### config.mk
export PLATFORM = sky130hd
export DESIGN_NAME = sipo_baud_rx
export DESIGN_NICKNAME = d
export VERILOG_FILES = /design/src/rtl/sipo_baud_rx_pkg.sv /design/src/rtl/sipo_baud_rx_bit_phase_cnt.sv /design/src/rtl/sipo_baud_rx.sv
export SDC_FILE = /design/constraint.sdc
export NUM_CORES = 1
export LEC_CHECK = 0
export BUFFER_PORTS_ARGS = -buffer_cell sky130_fd_sc_hd__buf_2
export CAP_MARGIN = 20
export CORE_MARGIN = 1
export CORE_UTILIZATION = 55
export CTS_BUF_LIST = sky130_fd_sc_hd__clkbuf_8
export CTS_CLUSTER_DIAMETER = 150
export DETAILED_ROUTE_END_ITERATION = 6
export PLACE_DENSITY = 0.78
export SYNTH_ARGS = -nofsm -noshare
export SYNTH_HDL_FRONTEND = slang
export SYNTH_HIERARCHICAL = 1
export SYNTH_SLANG_ARGS = --single-unit
### constraint.sdc
create_clock -name clk -period 1.9 [get_ports clk]
set_input_delay 0.19 -clock clk [delete_from_list [all_inputs] [get_ports clk]]
set_output_delay 0.19 -clock clk [all_outputs]
set_load 0.05 [all_outputs]
### src/rtl/sipo_baud_rx_pkg.sv
// Shared serial-path definitions: state encodings and default frame geometry.
// Latency: n/a (types, constants and a width helper only).
// Backpressure: n/a; the PISO and this receiver both take their defaults from here.
package sipo_baud_rx_pkg;

  // Defaults shared with the baud PISO so both ends of the link agree.
  localparam int DEF_DATA_W       = 8;
  localparam int DEF_CLKS_PER_BIT = 2;

  typedef enum logic {
    ST_IDLE  = 1'b0,
    ST_SHIFT = 1'b1
  } state_t;

  // Counter width for a count of n states, never narrower than one bit.
  function automatic int cnt_w(input int n);
    return (n <= 1) ? 1 : $clog2(n);
  endfunction

endpackage

### src/rtl/sipo_baud_rx_bit_phase_cnt.sv
// Per-bit phase counter: marks the mid-bit sample cycle and the last cycle of each bit.
// Latency: ticks are combinational from the current phase; phase advances on each enabled clk.
// Backpressure: none; clear holds the phase at 0, enable lets it run and wrap at the last cycle.
module bit_phase_cnt
  import sipo_baud_rx_pkg::*;
#(
  parameter int CLKS_PER_BIT = DEF_CLKS_PER_BIT
) (
  input  logic clk,
  input  logic rst_n,
  input  logic clear,
  input  logic enable,
  output logic sample_tick,
  output logic bit_tick
);

  localparam int PW = cnt_w(CLKS_PER_BIT);
  localparam logic [PW-1:0] SAMPLE = PW'(CLKS_PER_BIT / 2);
  localparam logic [PW-1:0] LAST   = PW'(CLKS_PER_BIT - 1);

  logic [PW-1:0] phase;

  // Phase runs 0..LAST while enabled and returns to 0 on the last cycle of a bit.
  always_ff @(posedge clk or negedge rst_n) begin
    if (!rst_n) begin
      phase <= '0;
    end else if (clear) begin
      phase <= '0;
    end else if (enable) begin
      phase <= (phase == LAST) ? '0 : phase + 1'b1;
    end
  end

  assign sample_tick = enable && (phase == SAMPLE);
  assign bit_tick    = enable && (phase == LAST);

endmodule

### src/rtl/sipo_baud_rx.sv
// Baud-timed SIPO receiver: rebuilds an MSB-first word and holds it until acknowledged.
// Latency: start in cycle T -> dout/dout_valid visible in cycle T+DATA_W*CLKS_PER_BIT+1.
// Backpressure: none upstream; an unacked word is overwritten by the next frame and overrun is set.
module sipo_baud_rx
  import sipo_baud_rx_pkg::*;
#(
  parameter int DATA_W       = DEF_DATA_W,
  parameter int CLKS_PER_BIT = DEF_CLKS_PER_BIT
) (
  input  logic              clk,
  input  logic              rst_n,
  input  logic              start,
  input  logic              din,
  input  logic              ack,
  output logic [DATA_W-1:0] dout,
  output logic              dout_valid,
  output logic              busy,
  output logic              overrun,
  output logic              start_err
);

  localparam int BW = cnt_w(DATA_W);
  localparam logic [BW-1:0] BIT_LAST = BW'(DATA_W - 1);

  state_t            state, state_nxt;
  logic [BW-1:0]     bitcnt;
  logic [DATA_W-1:0] shreg;
  logic [DATA_W-1:0] shreg_in;
  logic [DATA_W-1:0] word;
  logic              in_shift;
  logic              sample_tick;
  logic              bit_tick;
  logic              frame_end;

  assign in_shift  = (state == ST_SHIFT);
  assign busy      = in_shift;
  assign start_err = in_shift && start;
  assign frame_end = bit_tick && (bitcnt == BIT_LAST);
  assign shreg_in  = {shreg[DATA_W-2:0], din};
  // When the sample and last-cycle ticks coincide the final bit is not yet in shreg.
  assign word      = sample_tick ? shreg_in : shreg;

  bit_phase_cnt #(
    .CLKS_PER_BIT(CLKS_PER_BIT)
  ) u_phase (
    .clk        (clk),
    .rst_n      (rst_n),
    .clear      (!in_shift),
    .enable     (in_shift),
    .sample_tick(sample_tick),
    .bit_tick   (bit_tick)
  );

  // State register.
  always_ff @(posedge clk or negedge rst_n) begin
    if (!rst_n) begin
      state <= ST_IDLE;
    end else begin
      state <= state_nxt;
    end
  end

  // Next state: a start while idle opens a frame; the last cycle of the last bit closes it.
  always_comb begin
    state_nxt = state;
    case (state)
      ST_IDLE:  if (start) state_nxt = ST_SHIFT;
      ST_SHIFT: if (frame_end) state_nxt = ST_IDLE;
      default:  state_nxt = ST_IDLE;
    endcase
  end

  // Bit counter and shift register; starts while shifting never touch them.
  always_ff @(posedge clk or negedge rst_n) begin
    if (!rst_n) begin
      bitcnt <= '0;
      shreg  <= '0;
    end else if (!in_shift) begin
      bitcnt <= '0;
    end else begin
      if (sample_tick) shreg <= shreg_in;
      if (bit_tick)    bitcnt <= frame_end ? '0 : bitcnt + 1'b1;
    end
  end

  // Output hold: load on frame end, clear on ack, flag a word lost without an ack.
  always_ff @(posedge clk or negedge rst_n) begin
    if (!rst_n) begin
      dout       <= '0;
      dout_valid <= 1'b0;
      overrun    <= 1'b0;
    end else if (frame_end) begin
      dout       <= word;
      dout_valid <= 1'b1;
      if (dout_valid && !ack)     overrun <= 1'b1;
      else if (dout_valid && ack) overrun <= 1'b0;
    end else if (ack && dout_valid) begin
      dout_valid <= 1'b0;
      overrun    <= 1'b0;
    end
  end

endmodule
After elaboration in Yosys (flattened, before gate mapping):

Index checks and enable logic that the tools add are counted.

* register bits: 23
* input port bits: 5
* output and inout port bits: 12
* logic and storage cells: 33

* $add $sub $neg: 2
* eq/ne operators: 2
* muxes and demuxes: 14
* bitwise logic cells: 1
* reductions and logical operators: 7

Operator list (number)
* $mux W1: 9
* $mux W3: 3
* $mux W8: 1
* $logic_and A1 B1 Y1: 5
* $add A3 B1 Y3 const B: 1
* $eq A3 B3 Y1 const B: 1
* $ne A2 B1 Y1 const B: 1
* $pmux W1 S2: 1
* $reduce_bool A2 Y1: 1
* $add A1 B1 Y1 const B: 1
* $logic_not A1 Y1: 1
* $not A1 Y1: 1

Logic depth before layout (Yosys ltp):

Gate-level depths: netlist of the first run.

* word-level depth: 5
* mapped depth: 5

Hierarchy:

Netlist of the first run, hierarchy kept.

By module, submodules not included
* sipo_baud_rx: times used 1, cells an instance 78, area an instance 963.4 µm², seq. area each 550.5 µm²
* bit_phase_cnt: times used 1, cells an instance 5, area an instance 52.6 µm², seq. area each 25.0 µm²

Worst setup path before layout of the first run:

Ideal clock, no wire load.

* kind: register to register
* start point: register state (netlist: busy)
* end point: register shreg[0]
* library setup time: 0.125 ns
* arrival: 1.668 ns
* data required time: 1.775 ns
* setup slack: 0.107 ns
* stages on the path, launching flop included: 6
* clock period less this slack: 1.793 ns
* cells stage by stage: dfrtp_1 and2_2 buf_4 buf_6 nand2_4 mux2_2

* word-level cells in the longest chain between the ends: 2

Ends and longest elaborated chain
* from (decl): line sipo_baud_rx.sv:25 `state_t state, state_nxt;`
* from (signal assigned): line sipo_baud_rx.sv:59 `state <= state_nxt;`
* $logic_and A1 B1 Y1
* net bit_tick: line sipo_baud_rx.sv:32 `logic bit_tick;`
* $mux W8
* to (signal assigned): line sipo_baud_rx.sv:81 `if (sample_tick) shreg <= shreg_in;`
* to (decl): line sipo_baud_rx.sv:27 `logic [DATA_W-1:0] shreg;`

The timed path passes the listed nets, and every way through them passes these cells.
A chain may end at the register's enable or synchronous reset.

Worst setup path in the final report of the first run:

* start point: register bitcnt[0]
* end point: register dout[0]

* word-level cells in the longest chain between the ends: 2

Ends and longest elaborated chain
* from (decl): line sipo_baud_rx.sv:26 `logic [BW-1:0] bitcnt;`
* from (signal assigned): line sipo_baud_rx.sv:82 `if (bit_tick) bitcnt <= frame_end ? '0 : bitcnt + 1'b1;`
* $eq A3 B3 Y1: line sipo_baud_rx.sv:38 `assign frame_end = bit_tick && (bitcnt == BIT_LAST);`
* $logic_and A1 B1 Y1: line sipo_baud_rx.sv:38
* to (signal assigned): line sipo_baud_rx.sv:93 `dout <= word;`
* to (decl): line sipo_baud_rx.sv:15 `output logic [DATA_W-1:0] dout,`

No other way between the ends.

==> results.md, run 1 <==
- Number of setup violations in the final report: 0
- Initial Util: 58.8%
- Slowest-stage cell, CP: and2_1
- RD Place Congestion: 0.713
- RSZ-0062 raised after global routing: false
- Worst setup SP type: flop
- Period utilization: 83.9%
- # resized after CTS: 0
- Commonest non-fill, non-tap cells in the layout: 23 x dfrtp_1, 20 x a21oi_1, 16 x buf_2, 9 x mux2i_1, 8 x mux2_2
- Least-Margin Pin Slew: 0.499 ns
- Crit-path cells: ha_1 -> ha_1 -> and2_1 -> a21oi_1
- Top cells by area, synth: dfrtp_1 57%, a21oi_1 9.9%, mux2i_1 8.9%, mux2_2 8.9%, ha_1 2.5%
- # placed instances: 121
- Finished Layout Cells: 126
- Vias per cell: 5.40
- Adder-cell share of the synthesized area: 2.46%
- Global-route wire length before repair: 2.85 mm
- Core Footprint: 1730 um^2
- Worst hold path class: input port to flop
- Syn_area_per_cell: 12.2 um^2
- Synth warn: 6
- Synth Area in Compound Gates: 11.2%
- Syn Std Cell Area: 1020 um^2
- Top cell type's share of synthesized area: 56.7%
- Diode count: 0
- Synthesis-to-layout area growth: 14.5%
- Worst slew margin: 66.8%
- Clock Pin Slew Worst Setup and Hold Paths: 0.08 ns
- Crit path required time: 2.03 ns
- Initial antenna violation count: 0
- Largest family of logic cells by synthesized area: multiplexers
- Routed len/inst: 14.1 um
- Initial DRC Count: 13
- Post-Syn Instances: 83
- ANT nets after route: 0
- Total wire length: 1.78 mm
- Clock buffer depth: 2
- CP max FO: 12
- CTS Hold Bufs: 1
- Die W: 45.0 um
- # clock sinks: 23
- DP HPWL: 1.28 mm
- Syn_nets: 90
- Grt ovf: 0
- WP data arrival: 1.73 ns
- Fin nets: 109
- Buffers on Ports: 16
- Distinct cell type count after synthesis: 19
- Yosys reg bits: 23
- Die ar.: 2020 um^2
- Final hold vios: 0
- Share of cells above drive strength 1: 30.7%
- I/O pins: 17
- Worst setup skew after layout: 0.00322 ns
- Min Clock Period, post-route: 1.59 ns
- CP peak stage delay: 0.40 ns
- CP most frequent cell: ha_1
- Synth area leader: dfrtp_1
- Root Buffer: clkbuf_8
- Crit-path leading delay family: adder cells
- FP Rows: 15
- DRC: 0
- CTS Buf Count: 3
- Xor and xnor fraction of the mapped netlist area: 0.862%
- Simple-gate share of the synthesized area: 7.02%
- Critical Path End Type: flop
- Max frequency: 628 MHz
- Sequential share of the synthesized area: 56.7%
- Status: complete, no violations
- CP Class: flop to flop
- Setup TNS: 0 ns
- GRT Util Overall: 19.9%
- Mux cell area share after synthesis: 17.7%
- First drt pass iteration count: 4
- Chip height: 45.0 um
- Number of global-route vias before repair: 669
- CTS tree: yes
- # Max-Cap Violations: 0
- CTS H-Tree Depth: 1
- Most common cell after layout, fill and taps aside: dfrtp_1
- Fin. max-slew vios: 0
- CP bufs+invs: 0
- Setup Buffers After CTS: 0
- Via count: 680
- Pin count of the biggest net entering global routing: 24
- Clk_lat worst skew: 0.26 ns
-- flip-flops by register name, summed over array words and instances (netlist names), named ones only --
register,flops
dout,8
shreg,8
bitcnt,3
busy,1
dout_valid,1
u_phase/phase,1
-- synthesized netlist by cell type, drive strengths merged --
library cell  count
a21o              1
a21oi            20
a31oi             1
and2              3
buf               5
dfrtp            23
ha                2
inv               2
mux2              8
mux2i             9
nand2             1
nand2b            2
nand3b            1
nor2              3
or3b              1
xnor2             1
-- per-layer routing --
metal / vias up / share of wire (%) / global-route usage (%)
met5: - / 0 / 0
met4: 0 / 1.1 / 5.45
met3: 3 / 2.4 / 3.60
met2: 13 / 50 / 35.9
met1: 335 / 46 / 24.1
li1: 329 / - / -
-- path summary, 6_finish.rpt --
check	slack (ns)	from	to	cells after the start
worst max-delay path	0.31	bitcnt[0]	dout[0]	4
worst min-delay path	0.12	ack	flop	2
worst max register to register	0.31	bitcnt[0]	dout[0]	4
worst min register to register	0.51	dout_valid	flop	1
max in group asynchronous	1.12	rst_n	u_phase/phase	2
min in group asynchronous	0.44	rst_n	dout_valid	2
-- cells by family after synthesis --
group,Yosys count
compound gates,22
xor+xnor,1
buf+inv,7
fa+ha+maj,2
simple gates,11
flops,23
mux,17
-- cell type report --
type / instances / area, um^2
clock inverters: 1 / 3.75
flip-flops and latches: 23 / 576
inverters: 2 / 7.51
clock buffers: 3 / 41.3
multi-input cells: 53 / 399
well taps: 25 / 31.3
fillers: 143 / 563
repair buffers: 19 / 105
-- per-stage QoR --
step	hold slack [ns]	util, %	instance area [um^2]	setup WS, ns
detailed placement	0.186	64.2	1110	0.314
finish	0.120	67.4	1160	0.307
CTS	0.121	67.4	1160	0.308
floorplan	-0.106	-	1020	0.107
global placement	0.183	64.2	1110	0.352
global route	0.114	67.4	1160	0.194
Power of run 1 is not shown: default switching activity piles up to over one toggle a cycle in this logic, so the estimate is an artifact.
==> inputs of run 2 (changes only) <==
==> constraint.sdc (replaced) <==
create_clock -name clk -period 1.6 [get_ports clk]
set_input_delay 0.16 -clock clk [delete_from_list [all_inputs] [get_ports clk]]
set_output_delay 0.16 -clock clk [all_outputs]
set_load 0.05 [all_outputs]
==> run 2 against run 1 <==
  * Count of clock-buffer cells in the layout unchanged
  * First-iteration DRC count decreased by 46%
  * Clock skew shrank 0.00077 ns
  * Wire length is 4.8% lower
  * Via count down 1.8%
  * Global-route usage down 0.75 points
  * Worst hold slack got worse by 0.037 ns
  * Sequential cell count is the same
  * Setup slack got worse by 0.097 ns
  * Fmax rose by 15%
  * Sequential share of layout area about the same
  * Critical path type unchanged
==> results.md, run 2 (synthesis gave the netlist of run 1 again) <==
- Reg2reg path depth: 3 (was 4)
- Vias per cell: 5.30 (was 5.40)
- Number of global-route vias before repair: 627 (was 669)
- I/O pins: 17 (unchanged)
- Number of setup violations in the final report: 0 (unchanged)
- Critical Path End Type: flop (unchanged)
- Min Clock Period, post-route: 1.39 ns (was 1.59 ns)
- Met3 Usage GRT: 3.60% (unchanged)
- Commonest non-fill, non-tap cells in the layout: 22 x dfrtp_1, 20 x a21oi_1, 16 x buf_2, 9 x mux2i_1, 8 x mux2_2 (was 23 x dfrtp_1, 20 x a21oi_1, 16 x buf_2, 9 x mux2i_1, 8 x mux2_2)
- Crit-path leading delay family: simple AND/OR/NAND/NOR gates (was adder cells)
- Worst slew margin: 67.3% (was 66.8%)
- Global-route wire length before repair: 2.73 mm (was 2.85 mm)
- Hold Path Cell Cnt: 2 (unchanged)
- # Max-Cap Violations: 0 (unchanged)
- Top Usage Layer GRT: met2 (unchanged)
- CP Class: flop to flop (unchanged)
- DRC: 0 (unchanged)
- RD Place Congestion: 0.718 (was 0.713)
- Fin. max-slew vios: 0 (unchanged)
- Fin nets: 109 (unchanged)
- RSZ-0062 raised after global routing: false (unchanged)
- Number of fillers in the final layout: 142 (was 143)
- CP peak stage delay: 0.45 ns (was 0.40 ns)
- Most common cell after layout, fill and taps aside: dfrtp_1 (unchanged)
- Die ar.: 2020 um^2 (unchanged)
- Diode count: 0 (unchanged)
- Crit path required time: 1.73 ns (was 2.03 ns)
- Final hold vios: 0 (unchanged)
- DP HPWL: 1.15 mm (was 1.28 mm)
- Period utilization: 86.9% (was 83.9%)
- GRT Util Overall: 19.1% (was 19.9%)
- First drt pass iteration count: 4 (unchanged)
- Chip height: 45.0 um (unchanged)
- Slowest-stage cell, CP: dfrtp_2 (was and2_1)
- Clk_lat worst skew: 0.26 ns (about the same)
- Initial antenna violation count: 0 (unchanged)
- CTS H-Tree Depth: 1 (unchanged)
- # clock sinks: 23 (unchanged)
- Worst hold path class: input port to flop (unchanged)
- Least-Margin Pin Slew: 0.490 ns (was 0.499 ns)
- Total wire length: 1.69 mm (was 1.78 mm)
- Initial DRC Count: 7 (was 13)
- CP bufs+invs: 0 (unchanged)
- Routed len/inst: 13.4 um (was 14.1 um)
- R2R setup slack: 0.21 ns (was 0.31 ns)
- Clock buffer depth: 2 (unchanged)
- Setup TNS: 0 ns (unchanged)
- Worst setup SP type: flop (unchanged)
- Share of cells above drive strength 1: 31.7% (was 30.7%)
- Clock Pin Slew Worst Setup and Hold Paths: 0.08 ns (about the same)
- WP data arrival: 1.52 ns (was 1.73 ns)
- Initial Util: 58.8% (unchanged)
- CTS tree: yes (unchanged)
- Buffers on Ports: 16 (unchanged)
- GR Util met1: 26.1% (was 24.1%)
- Synthesis-to-layout area growth: 14.8% (was 14.5%)
- Max frequency: 719 MHz (was 628 MHz)
- Pin count of the biggest net entering global routing: 24 (unchanged)
- Biggest regs: dout (8), shreg (8), bitcnt (3) (unchanged)
- ANT nets after route: 0 (unchanged)
- CP max FO: 17 (was 12)
- Grt ovf: 0 (unchanged)
- Met2 global-route usage: 28.7% (was 35.9%)
- Status: complete, no violations (unchanged)
- Via count: 668 (was 680)
- Root Buffer: clkbuf_8 (unchanged)
- # resized after CTS: 0 (unchanged)
- Worst setup skew after layout: 0.00245 ns (was 0.00322 ns)
- FP Rows: 15 (unchanged)
- Crit-path cells: and2_4 -> and2_1 -> a21oi_1 (was ha_1 -> ha_1 -> and2_1 -> a21oi_1)
- Die W: 45.0 um (unchanged)
- Critical path depth in cells: 3 (was 4)
- CTS Buf Count: 3 (unchanged)
- Core Footprint: 1730 um^2 (unchanged)
## run 2: cell count changes in the layout (fill, tap and decap cells not counted)
cell | before | now
and2_2 | 1 | 0
and2_4 | 0 | 1
dfrtp_1 | 23 | 22
dfrtp_2 | 0 | 1
## run 2: layer usage
| layer | vias to the layer above | wire, um |
|---|---|---|
| met2 | 12 | 780 |
| met5 | - | 0 |
| met1 | 328 | 861 |
| li1 | 326 | - |
| met3 | 2 | 41 |
| met4 | 0 | 10 |
## run 2: worst paths after layout
path | startpoint | end
setup / recovery | busy | dout[6]
hold / removal | ack | flop
setup reg to reg | busy | dout[6]
hold reg to reg | dout_valid | flop
max in group asynchronous | rst_n | busy
min in group asynchronous | rst_n | bitcnt[0]
## run 2: what timing repair did
item	CTS	global route
hold endpoints to repair	23	0
hold buffers	1	0
buffers inserted	0	0
endpoints found under the setup margin	0	0
## run 2: area by class of cell
class / count / area, um^2 / share of cell area (%)
clock buffers: 3 / 41.3 / 3.54
inverters: 2 / 7.51 / 0.644
repair buffers: 19 / 105 / 9.01
well taps: 25 / 31.3 / 2.68
multi-input cells: 53 / 400 / 34.3
flip-flops and latches: 23 / 577 / 49.5
clock inverters: 1 / 3.75 / 0.322
## run 2: through the flow
step	instances	setup slack (ns)	hold WS [ns]	util (%)	cell area [um^2]
3_5_place_dp	121	0.216	0.153	64.3	1110
4_1_cts	126	0.190	0.0762	67.5	1170
3_3_place_gp	121	0.251	0.151	64.3	1110
2_1_floorplan	83	0.0184	-0.136	-	1020
5_1_grt	126	0.105	0.0746	67.5	1170
6_report	126	0.210	0.0838	67.5	1170
Power of run 2 is left out for the same reason.
